$ cat config.mk
export PLATFORM = sky130hd
export DESIGN_NAME = keypad_scanner_flat
export DESIGN_NICKNAME = d
export VERILOG_FILES = /design/src/rtl/keypad_pkg.sv /design/src/rtl/keypad_scanner_if.sv /design/src/rtl/keypad_row_scanner.sv /design/src/rtl/keypad_scanner.sv /design/src/flat_wrapper.sv
export SDC_FILE = /design/constraint.sdc
export NUM_CORES = 1
export LEC_CHECK = 0
export ABC_AREA = 1
export CORE_MARGIN = 2
export CORE_UTILIZATION = 35
export CTS_CLUSTER_DIAMETER = 80
export DETAILED_ROUTE_END_ITERATION = 8
export PLACE_DENSITY = 0.59
export SETUP_SLACK_MARGIN = 0.1
export SLEW_MARGIN = 20
export SYNTH_ARGS = -nofsm -noshare
export SYNTH_HDL_FRONTEND = slang
export SYNTH_SLANG_ARGS = --single-unit
$ cat constraint.sdc
create_clock -name clk -period 3 [get_ports clk]
set_input_delay 0.45 -clock clk [delete_from_list [all_inputs] [get_ports clk]]
set_output_delay 0.45 -clock clk [all_outputs]
set_load 0.01 [all_outputs]
$ cat src/rtl/keypad_pkg.sv
// keypad_pkg: shared types, sizes and the board legend map for the keypad scanner.
// The legend map is applied only when KEYPAD_HEX_MAP_EN is defined (see keypad_scanner).
package keypad_pkg;

  localparam int NUM_ROWS = 4;
  localparam int NUM_COLS = 4;

  // Debounce FSM encoding.
  typedef enum logic [1:0] {
    ST_IDLE    = 2'd0,
    ST_CONFIRM = 2'd1,
    ST_HELD    = 2'd2,
    ST_RELEASE = 2'd3
  } state_e;

  // Classification of one full four-row scan.
  typedef enum logic [1:0] {
    SCAN_NONE   = 2'd0,
    SCAN_SINGLE = 2'd1,
    SCAN_MULTI  = 2'd2
  } scan_kind_e;

  // Raw index (row*4 + col) to the face legend printed on the board keypad.
  // Row 3 is "* 0 # D", with * shown as E and # as F.
  localparam logic [3:0] LEGEND_MAP [16] = '{
    4'h1, 4'h2, 4'h3, 4'hA,
    4'h4, 4'h5, 4'h6, 4'hB,
    4'h7, 4'h8, 4'h9, 4'hC,
    4'hE, 4'h0, 4'hF, 4'hD
  };

  // Number of active-low (pressed) columns in one row sample.
  function automatic logic [2:0] count_low(input logic [3:0] c);
    logic [2:0] n;
    n = '0;
    for (int i = 0; i < NUM_COLS; i++) n = n + {2'b00, ~c[i]};
    return n;
  endfunction

  // Position of the lowest active-low column; only meaningful when one is low.
  function automatic logic [1:0] low_index(input logic [3:0] c);
    logic [1:0] idx;
    idx = '0;
    for (int i = NUM_COLS - 1; i >= 0; i--) if (!c[i]) idx = 2'(i);
    return idx;
  endfunction

  // Raw key index to reported code; identity unless the legend map is enabled.
  function automatic logic [3:0] map_key(input logic [3:0] raw, input logic hex_en);
    return hex_en ? LEGEND_MAP[raw] : raw;
  endfunction

endpackage

$ cat src/rtl/keypad_scanner_if.sv
// keypad_scanner_if: keypad matrix pins plus the key event outputs.
interface keypad_scanner_if;
  // Event protocol: key_valid is a one-cycle pulse with no ready/backpressure;
  // key_code is valid in the pulse cycle and held stable until the next pulse;
  // key_held is a level from the pulse until the release is accepted.
  logic [3:0] row;
  logic [3:0] col;
  logic [3:0] key_code;
  logic       key_valid;
  logic       key_held;

  // master: the scanner (drives rows and key events, reads columns).
  modport master (
    output row, key_code, key_valid, key_held,
    input  col
  );

  // slave: the keypad/consumer side.
  modport slave (
    input  row, key_code, key_valid, key_held,
    output col
  );
endinterface

$ cat src/rtl/keypad_row_scanner.sv
// keypad_row_scanner: column synchronizer, row slot sequencer and per-scan
// classifier. scan_done/scan_kind/scan_key are valid in the cycle of the
// row-3 sample so the debounce FSM registers its result on that same edge.
module keypad_row_scanner
  import keypad_pkg::*;
#(
  parameter int SCAN_DIV = 200000
) (
  input  logic       clk,
  input  logic       rst,
  input  logic [3:0] col,
  output logic [3:0] row,
  output logic       scan_done,
  output scan_kind_e scan_kind,
  output logic [3:0] scan_key
);

  localparam int CW = $clog2(SCAN_DIV);
  localparam logic [CW-1:0] DIV_LAST = CW'(SCAN_DIV - 1);

  logic [3:0]    col_s1_q, col_s2_q;
  logic [CW-1:0] slot_cnt_q, slot_cnt_d;
  logic [1:0]    row_idx_q, row_idx_d;
  logic [1:0]    acc_cnt_q, acc_cnt_d;   // keys seen so far this scan, saturating at 2
  logic [3:0]    acc_key_q, acc_key_d;   // raw index of the first key seen this scan
  logic          sample;
  logic [2:0]    tot;
  logic [3:0]    key_here;
  logic [3:0]    merged_key;

  // Two-flop synchronizer for the asynchronous column inputs (idle = all high).
  always_ff @(posedge clk or negedge rst) begin
    if (!rst) begin
      col_s1_q <= 4'b1111;
      col_s2_q <= 4'b1111;
    end else begin
      col_s1_q <= col;
      col_s2_q <= col_s1_q;
    end
  end

  // Combine the current row sample with what earlier rows of this scan saw.
  always_comb begin
    sample     = (slot_cnt_q == DIV_LAST);
    tot        = {1'b0, acc_cnt_q} + count_low(col_s2_q);
    key_here   = {row_idx_q, low_index(col_s2_q)};
    merged_key = (acc_cnt_q == 2'd0) ? key_here : acc_key_q;
    row        = ~(4'b0001 << row_idx_q);
    scan_done  = sample && (row_idx_q == 2'd3);
    scan_key   = merged_key;
    if (tot == 3'd0)      scan_kind = SCAN_NONE;
    else if (tot == 3'd1) scan_kind = SCAN_SINGLE;
    else                  scan_kind = SCAN_MULTI;
  end

  // Slot counter, row advance after each sample, scan accumulator update.
  always_comb begin
    slot_cnt_d = slot_cnt_q + 1'b1;
    row_idx_d  = row_idx_q;
    acc_cnt_d  = acc_cnt_q;
    acc_key_d  = acc_key_q;
    if (sample) begin
      slot_cnt_d = '0;
      row_idx_d  = row_idx_q + 2'd1;
      if (row_idx_q == 2'd3) begin
        acc_cnt_d = '0;
        acc_key_d = '0;
      end else begin
        acc_cnt_d = (tot >= 3'd2) ? 2'd2 : tot[1:0];
        acc_key_d = merged_key;
      end
    end
  end

  // Sequencer and accumulator registers.
  always_ff @(posedge clk or negedge rst) begin
    if (!rst) begin
      slot_cnt_q <= '0;
      row_idx_q  <= '0;
      acc_cnt_q  <= '0;
      acc_key_q  <= '0;
    end else begin
      slot_cnt_q <= slot_cnt_d;
      row_idx_q  <= row_idx_d;
      acc_cnt_q  <= acc_cnt_d;
      acc_key_q  <= acc_key_d;
    end
  end

endmodule

$ cat src/rtl/keypad_scanner.sv
// keypad_scanner: 4x4 keypad scanner with scan-level debounce, one key code
// per press. Define KEYPAD_HEX_MAP_EN to report board legends instead of raw
// row*4+col indices.
module keypad_scanner
  import keypad_pkg::*;
#(
  parameter int SCAN_DIV       = 200000,
  parameter int DEBOUNCE_SCANS = 4
) (
  input  logic              clk,
  input  logic              rst,
  keypad_scanner_if.master  kp,
  output state_e            state_dbg
);

`ifdef KEYPAD_HEX_MAP_EN
  localparam logic HEX_MAP_EN = 1'b1;
`else
  localparam logic HEX_MAP_EN = 1'b0;
`endif

  localparam logic [4:0] DEB = 5'(DEBOUNCE_SCANS);

  logic       scan_done;
  scan_kind_e scan_kind;
  logic [3:0] scan_key;

  state_e     state_q, state_d;
  logic [3:0] cand_q, cand_d;
  logic [3:0] cnt_q, cnt_d;
  logic [3:0] key_code_q, key_code_d;
  logic       key_valid_q, key_valid_d;
  logic       key_held_q, key_held_d;
  logic       accept;
  logic [4:0] cnt_inc;

  keypad_row_scanner #(.SCAN_DIV(SCAN_DIV)) u_scan (
    .clk       (clk),
    .rst       (rst),
    .col       (kp.col),
    .row       (kp.row),
    .scan_done (scan_done),
    .scan_kind (scan_kind),
    .scan_key  (scan_key)
  );

  // Debounce FSM: acts only on scan-complete events; accept overrides the
  // per-state next values so every accept path loads the outputs the same way.
  always_comb begin
    state_d     = state_q;
    cand_d      = cand_q;
    cnt_d       = cnt_q;
    key_code_d  = key_code_q;
    key_valid_d = 1'b0;
    key_held_d  = key_held_q;
    accept      = 1'b0;
    cnt_inc     = {1'b0, cnt_q} + 5'd1;
    if (scan_done) begin
      case (state_q)
        ST_IDLE: begin
          if (scan_kind == SCAN_SINGLE) begin
            cand_d = scan_key;
            cnt_d  = 4'd1;
            if (DEB == 5'd1) accept = 1'b1;
            else             state_d = ST_CONFIRM;
          end
        end
        ST_CONFIRM: begin
          if (scan_kind == SCAN_SINGLE) begin
            if (scan_key == cand_q) begin
              cnt_d = cnt_inc[3:0];
              if (cnt_inc >= DEB) accept = 1'b1;
            end else begin
              cand_d = scan_key;
              cnt_d  = 4'd1;
            end
          end else begin
            state_d = ST_IDLE;
            cnt_d   = '0;
          end
        end
        ST_HELD: begin
          if (scan_kind == SCAN_NONE) begin
            if (DEB == 5'd1) begin
              key_held_d = 1'b0;
              state_d    = ST_IDLE;
              cnt_d      = '0;
            end else begin
              state_d = ST_RELEASE;
              cnt_d   = 4'd1;
            end
          end
        end
        ST_RELEASE: begin
          if (scan_kind == SCAN_NONE) begin
            cnt_d = cnt_inc[3:0];
            if (cnt_inc >= DEB) begin
              key_held_d = 1'b0;
              state_d    = ST_IDLE;
              cnt_d      = '0;
            end
          end else begin
            state_d = ST_HELD;
            cnt_d   = '0;
          end
        end
        default: state_d = ST_IDLE;
      endcase
      if (accept) begin
        key_code_d  = map_key(cand_d, HEX_MAP_EN);
        key_valid_d = 1'b1;
        key_held_d  = 1'b1;
        state_d     = ST_HELD;
        cnt_d       = '0;
      end
    end
  end

  // FSM state and output registers.
  always_ff @(posedge clk or negedge rst) begin
    if (!rst) begin
      state_q     <= ST_IDLE;
      cand_q      <= '0;
      cnt_q       <= '0;
      key_code_q  <= '0;
      key_valid_q <= 1'b0;
      key_held_q  <= 1'b0;
    end else begin
      state_q     <= state_d;
      cand_q      <= cand_d;
      cnt_q       <= cnt_d;
      key_code_q  <= key_code_d;
      key_valid_q <= key_valid_d;
      key_held_q  <= key_held_d;
    end
  end

  assign kp.key_code  = key_code_q;
  assign kp.key_valid = key_valid_q;
  assign kp.key_held  = key_held_q;
  assign state_dbg    = state_q;

endmodule

$ cat src/flat_wrapper.sv
// flat-port wrapper written by rule: the top's interface ports become plain ports
module keypad_scanner_flat import keypad_pkg::*;
#(
  parameter int SCAN_DIV       = 200000,
  parameter int DEBOUNCE_SCANS = 4
)
  (clk, rst, state_dbg, kp_row, kp_key_code, kp_key_valid, kp_key_held, kp_col);
  keypad_scanner_if kp_i ();
  input  logic clk;
  input  logic rst;
  output state_e state_dbg;
  output wire logic [$bits(kp_i.row)-1:0] kp_row;
  output wire logic [$bits(kp_i.key_code)-1:0] kp_key_code;
  output wire logic [$bits(kp_i.key_valid)-1:0] kp_key_valid;
  output wire logic [$bits(kp_i.key_held)-1:0] kp_key_held;
  input wire logic [$bits(kp_i.col)-1:0] kp_col;
  assign kp_row = kp_i.row;
  assign kp_key_code = kp_i.key_code;
  assign kp_key_valid = kp_i.key_valid;
  assign kp_key_held = kp_i.key_held;
  assign kp_i.col = kp_col;
  keypad_scanner #(.SCAN_DIV(SCAN_DIV), .DEBOUNCE_SCANS(DEBOUNCE_SCANS)) u_core (.clk(clk), .rst(rst), .kp(kp_i), .state_dbg(state_dbg));
endmodule
==> qor.yml, run 1 <==
crit_path_start_kind: "flip-flop"
vias_per_cell: 4.63
finalCritPeriodShare_pct: 96.8
place.port_buffers: 17
slew_headroom_pct: 58.6
max_slew.worst_pin.slew_ps: 621
fmax_mhz: 344
grt_max_degree: 51
setup_ws_ps: 95.9
crit_path_max_fanout: 4
firstDrtPassIters: 4
start_util_pct: 35.5
ys_ff_latch: 50
post_drt_wl_per_cell_um: 11.4
pwr_density_cell_nw_per_um2: 396
mostFrequentLayoutCell: "nand2_1"
min_path_type: "primary input to async pin"
synthesis.nets: 330
fin_skew_ps: 4.38
cts_made_buffers: 5
grt_pass1_vias: 1961
ant_nets: 0
cts_tree: "done"
grt_pass1_wl_um: 8740
clock_latency_ps: 300
diodes: 0
clkTransAtPathRegs_ps: 90
place.gp.congestion: 0.895
synth-edff-count: 0
fin_hold_ws_ps: 155
async_flop_share_pct: 100
place_ws_ps: 68.2
num-fill-cells: 786
stdcell_count: 448
clockBufferDepth: 2
power_mw: 1.26
gr-total-overflow: 0
antenna_found_initial: 0
route.vias.total: 2075
cp.required_ps: 3200
syn_inst: 314
setup_viol: 0
layout-drive-gt1-share_pct: 17.6
ys.warnings.count: 0
cts_hold_buf: 0
rsz0062_at_grt: "true"
reg2reg_depth: 14
coreArea_um2: 7610
num_rows: 32
cts.sinks: 50
hold_viol_final: 0
arrival_ps: 3100
final_cell_mix: "nand2_1, inv_1, dfrtp_1, nand3_1, nor2_1"
placed_cells: 433
period_needed_ps: 2900
yosysSeqAreaShare_pct: 46.7
drtIter0Drc: 69
leakage_nw: 1.53
status: "finished, final reports clean"
syn_area_per_cell_um2: 8.60
wl_um: 5130
die_w_um: 91.8
io_pins: 18
area_growth_syn_to_layout_pct: 18.1
vdd_drop_max_mv: 0.215
nets: 361
clockRootBuffer: "clkbuf_8"
die_area_um2: 8430
syn-cell-area_um2: 2700
ys_types: 34
setup.worst_path.class: "flip-flop to flip-flop"
end_kind: "flip-flop"
die_y_um: 91.8
report.final.slew_viol_count: 0
grt.total_usage_pct: 12.9
synthFlopType: "dfrtp_1"
drc_errors: 0
cts_htree_levels: 2
dp_hpwl_um: 3740
cap_violations: 0
## sequential cells by signal, summed over array words and instances, names as in the netlist
register and flops:
u_core.cand_q 4, u_core.cnt_q 4, u_core.kp.key_code 4, u_core.kp.key_held 1, u_core.kp.key_valid 1, u_core.state_dbg 2
u_core.u_scan.acc_cnt_q 2, u_core.u_scan.acc_key_q 4, u_core.u_scan.col_s1_q 4, u_core.u_scan.col_s2_q 4, u_core.u_scan.row_idx_q 2, u_core.u_scan.slot_cnt_q 18
## layer usage
layer	GRT usage [%]	routed length [µm]	vias up
met1	17.0	2370	979
met3	2.71	173	11
li1	-	-	1055
met2	21.0	2470	30
met4	4.73	113	0
met5	0	0	-
## Yosys cell counts, types with 2 or more instances
library cell	number	share of area, %
nand2_1	72	10
inv_1	50	7.0
dfrtp_1	42	39
nand3_1	20	3.7
nor2_1	18	2.5
o21ai_0	16	3.0
nand4_1	9	2.1
xor2_1	9	2.9
dfstp_2	8	7.8
ha_1	7	3.2
nand2_2	7	1.6
nor2_2	7	1.6
nand3_2	6	2.2
o21ai_1	6	1.1
a21oi_1	4	0.74
inv_2	4	0.56
o22ai_1	4	0.93
fa_1	3	2.2
nor4_1	3	0.70
nor2_4	2	0.83
nor3_1	2	0.37
or2_1	2	0.46
xnor2_1	2	0.65
## metrics by stage
step                instance area (µm²)  util, %  setup TNS (ps)
finish                             3190     41.9               0
detailed placement                 2990     39.3               0
floorplan                          2700        -               0
global route                       3190     41.9            -165
CTS                                3120     41.0               0
global placement                   2990     39.3               0
## final cells by class
cell class	instances	area, µm²	area share [%]
sequential	50	1260	39.6
multi-input combinational	207	1240	38.9
timing repair buffer	25	235	7.38
inverter	56	211	6.64
tap	102	128	4.00
clock buffer	6	72.6	2.28
clock inverter	2	37.5	1.18
## what timing repair did
action                     in CTS  in global routing
buffers inserted                2                  5
pin swaps                       1                 13
gates resized for setup         0                 14
setup endpoints to repair       8                 14
gates cloned                    0                  0
## logic make-up (layout without fill, tap and decap cells)
logic type,count (synthesis),after routing,share of synthesized area (%)
AO/OA/AOI/OAI,31,31,5.98
adder cells (fa/ha/maj),10,10,5.47
buffers and inverters,57,89,8.11
AND/OR/NAND/NOR,154,154,29.1
XOR/XNOR,12,12,4.59
flip-flops,50,50,46.7
## report_power, final
part	switching [mW]	total, mW	internal, mW	leakage [nW]
sequential	0.00284	0.686	0.683	0.657
clock	0.228	0.477	0.249	0.0514
combinational	0.0576	0.100	0.0423	0.826
total	0.288	1.26	0.975	1.53
## critical path, cell delays in order, from the launching register on
cell and delay [ps]:
dfrtp_1 370, inv_2 50, fa_1 510, inv_2 40, fa_2 340, fa_1 520, nor2_4 210, nand2_2 90
nand4_1 110, nand3b_1 170, nand2_1 70, a21oi_1 120, nand2_1 70, nand3_1 70, nand2_1 60
## final timing paths
path / start / to / slack (ps)
max: u_core.u_scan.acc_cnt_q[0] / u_core.cnt_q[0] / 100
min: rst / u_core.kp.key_code[3] / 160
max reg2reg: u_core.u_scan.acc_cnt_q[0] / u_core.cnt_q[0] / 100
min reg2reg: u_core.u_scan.col_s1_q[1] / u_core.u_scan.col_s2_q[1] / 360
max in group asynchronous: rst / u_core.u_scan.slot_cnt_q[14] / 2430
min in group clk: u_core.u_scan.col_s1_q[1] / u_core.u_scan.col_s2_q[1] / 360
Power figures use the tool's default switching activity.
==> inputs of run 2 (changes only) <==
--- a/config.mk
+++ b/config.mk
@@ -7,10 +7,11 @@
 export LEC_CHECK = 0
 export ABC_AREA = 1
 export CORE_MARGIN = 2
-export CORE_UTILIZATION = 35
+export CORE_UTILIZATION = 25
 export CTS_CLUSTER_DIAMETER = 80
 export DETAILED_ROUTE_END_ITERATION = 8
-export PLACE_DENSITY = 0.59
+export PLACE_DENSITY = 0.47
+export REMOVE_ABC_BUFFERS = 1
 export SETUP_SLACK_MARGIN = 0.1
 export SLEW_MARGIN = 20
 export SYNTH_ARGS = -nofsm -noshare
==> qor.yml, run 2 (synthesized netlist as in run 1, its figures left out) <==
setup_viol: 0  # unchanged
nets: 365  # +1.1%
regToRegSetupSlack_ps: 160  # +60 ps
drtIter0Drc: 49  # -29%
final_area_um2: 3230  # +1.5%
power_mw: 1.20  # -4.9%
grt_pass1_vias: 2019  # +3.0%
crit_path_max_fanout: 4  # unchanged
dp_hpwl_um: 4090  # +9.3%
final_cell_mix: "nand2_1, inv_1, dfrtp_1, nand3_1, nor2_1"
num_rows: 37  # +16%
drc_errors: 0  # unchanged
regMostFlops: "u_core.u_scan.slot_cnt_q"
grt_use_met1_pct: 13.2  # -3.7 points
antenna_found_initial: 0  # unchanged
vias_per_cell: 4.25  # -8.3%
grtUsageMet3_pct: 2.72  # +0.012 points
end_kind: "flip-flop"
cellInternalPower_mw: 0.915  # -6.1%
status: "finished, final reports clean"
switching_share_pct: 23.8  # +0.95 points
place_area_um2: 3050  # +1.9%
num-fill-cells: 1121  # +43%
route.vias.total: 2065  # -0.48%
clkTransAtPathRegs_ps: 90  # about the same
finalCritPeriodShare_pct: 94.7  # -2.1 points
fin_tns_setup_ps: 0  # unchanged
post_drt_wl_per_cell_um: 11.5  # +0.68%
fin_skew_ps: 7.11  # +2.73 ps
leakage_nw: 1.54  # +0.70%
gr-total-overflow: 0  # unchanged
switchingPower_mw: 0.285  # -0.97%
die_w_um: 108  # +18%
ant_nets: 0  # unchanged
pwr_density_cell_nw_per_um2: 371  # -6.3%
arrival_ps: 3090  # about the same
coreArea_um2: 10400  # +37%
io_pins: 18  # unchanged
clockRootBuffer: "clkbuf_8"
cts_made_buffers: 5  # unchanged
cap_violations: 0  # unchanged
area_growth_syn_to_layout_pct: 19.8
wl_um: 5600  # +9.2%
firstDrtPassIters: 4  # unchanged
cts_tree: "done"
clockBufferDepth: 2  # unchanged
grt_max_degree: 46  # -9.8%
clock_latency_ps: 310  # about the same
mostFrequentLayoutCell: "nand2_1"
cts_htree_levels: 2  # unchanged
fmax_mhz: 352  # +2.2%
period_needed_ps: 2840  # -62.8 ps
die_y_um: 108  # +18%
met2_usage_pct: 17.5  # -3.5 points
multiInputGateArea_um2: 1240  # -0.10%
setup_ws_ps: 159  # +62.8 ps
die_area_um2: 11600  # +38%
slew_headroom_pct: 61.6  # +2.9 points
grt.total_usage_pct: 10.5  # -2.4 points
crit_path_start_kind: "flip-flop"
report.final.slew_viol_count: 0  # unchanged
largest_reg_flops: 18  # unchanged
combPwrFrac_pct: 8.1  # +0.2 points
pwr-share-seq_pct: 57.2  # +2.9 points
place_ws_ps: 57.5  # -10.8 ps
min_path_type: "primary input to async pin"
grt_busiest_layer: "met2"
place.port_buffers: 17  # unchanged
regArea_um2: 1260  # unchanged
grt_pass1_wl_um: 9520  # +8.9%
layout-drive-gt1-share_pct: 19.1  # +1.5 points
diodes: 0  # unchanged
setup.worst_path.class: "flip-flop to flip-flop"
max_slew.worst_pin.slew_ps: 577  # -44.0 ps
vdd_drop_max_mv: 0.162  # -24%
cp.required_ps: 3250  # +50 ps
rsz0062_at_grt: "true"
place.gp.congestion: 0.757  # -15%
start_util_pct: 25.9  # -9.6 points
cts.sinks: 50  # unchanged
hold_viol_final: 0  # unchanged
clockPowerShare_pct: 34.7  # -3.1 points
==> run 2: final cells by class <==
cell class | instances | share of cell area, %
Sequential cell | 50 | 39.0
Multi-Input combinational cell | 207 | 38.3
Timing Repair Buffer | 29 | 8.09
Inverter | 56 | 6.54
Tap cell | 136 | 5.26
Clock buffer | 8 | 2.79
==> run 2: final timing paths <==
kind | end | from | cells after the start
max | u_core.cnt_q[0] | u_core.u_scan.col_s2_q[0] | 13
min | u_core.state_dbg[0] | rst | 1
max reg2reg | u_core.cnt_q[0] | u_core.u_scan.col_s2_q[0] | 13
min reg2reg | u_core.u_scan.col_s2_q[1] | u_core.u_scan.col_s1_q[1] | 0
max in group asynchronous | u_core.u_scan.col_s2_q[0] | rst | 2
min in group clk | u_core.u_scan.col_s2_q[1] | u_core.u_scan.col_s1_q[1] | 0
==> run 2: per-stage QoR <==
stage,utilization [%],hold slack [ps],cells
global route,31.1,176,486
CTS,30.4,358,480
floorplan,-,154,313
detailed placement,29.3,347,469
global placement,29.3,347,469
finish,31.1,138,486
==> run 2: timing repair <==
item,CTS,global route
pin swaps,3,10
gates resized for setup,2,7
hold buffers,0,0
setup endpoints to repair,3,13
cloned,0,0
setup buffers,3,6
==> run 2: routing by layer <==
layer	up-vias	routed length [µm]
met1	977	2690
li1	1065	-
met4	0	79
met3	8	158
met5	-	0
met2	15	2680
==> run 2: critical path: stages, from the launching register on <==
cell	delay [ps]
dfstp_2	390
fa_1	540
inv_2	40
fa_2	350
fa_2	450
nor2_4	180
buf_6	120
nand4_1	110
nand3b_1	230
nand2_1	120
a21oi_2	50
nand2_1	90
nand3_2	60
nand2_1	60
==> run 2: power by group through the flow <==
stage | Combinational, mW | Sequential [mW] | Clock [mW]
6_report | 0.0978 | 0.686 | 0.417
5_1_grt | 0.109 | 0.687 | 0.458
3_5_place_dp | 0.0765 | 0.699 | 0
2_1_floorplan | 0.0432 | 0.699 | 0
3_3_place_gp | 0.0760 | 0.700 | 0
4_1_cts | 0.0872 | 0.687 | 0.434
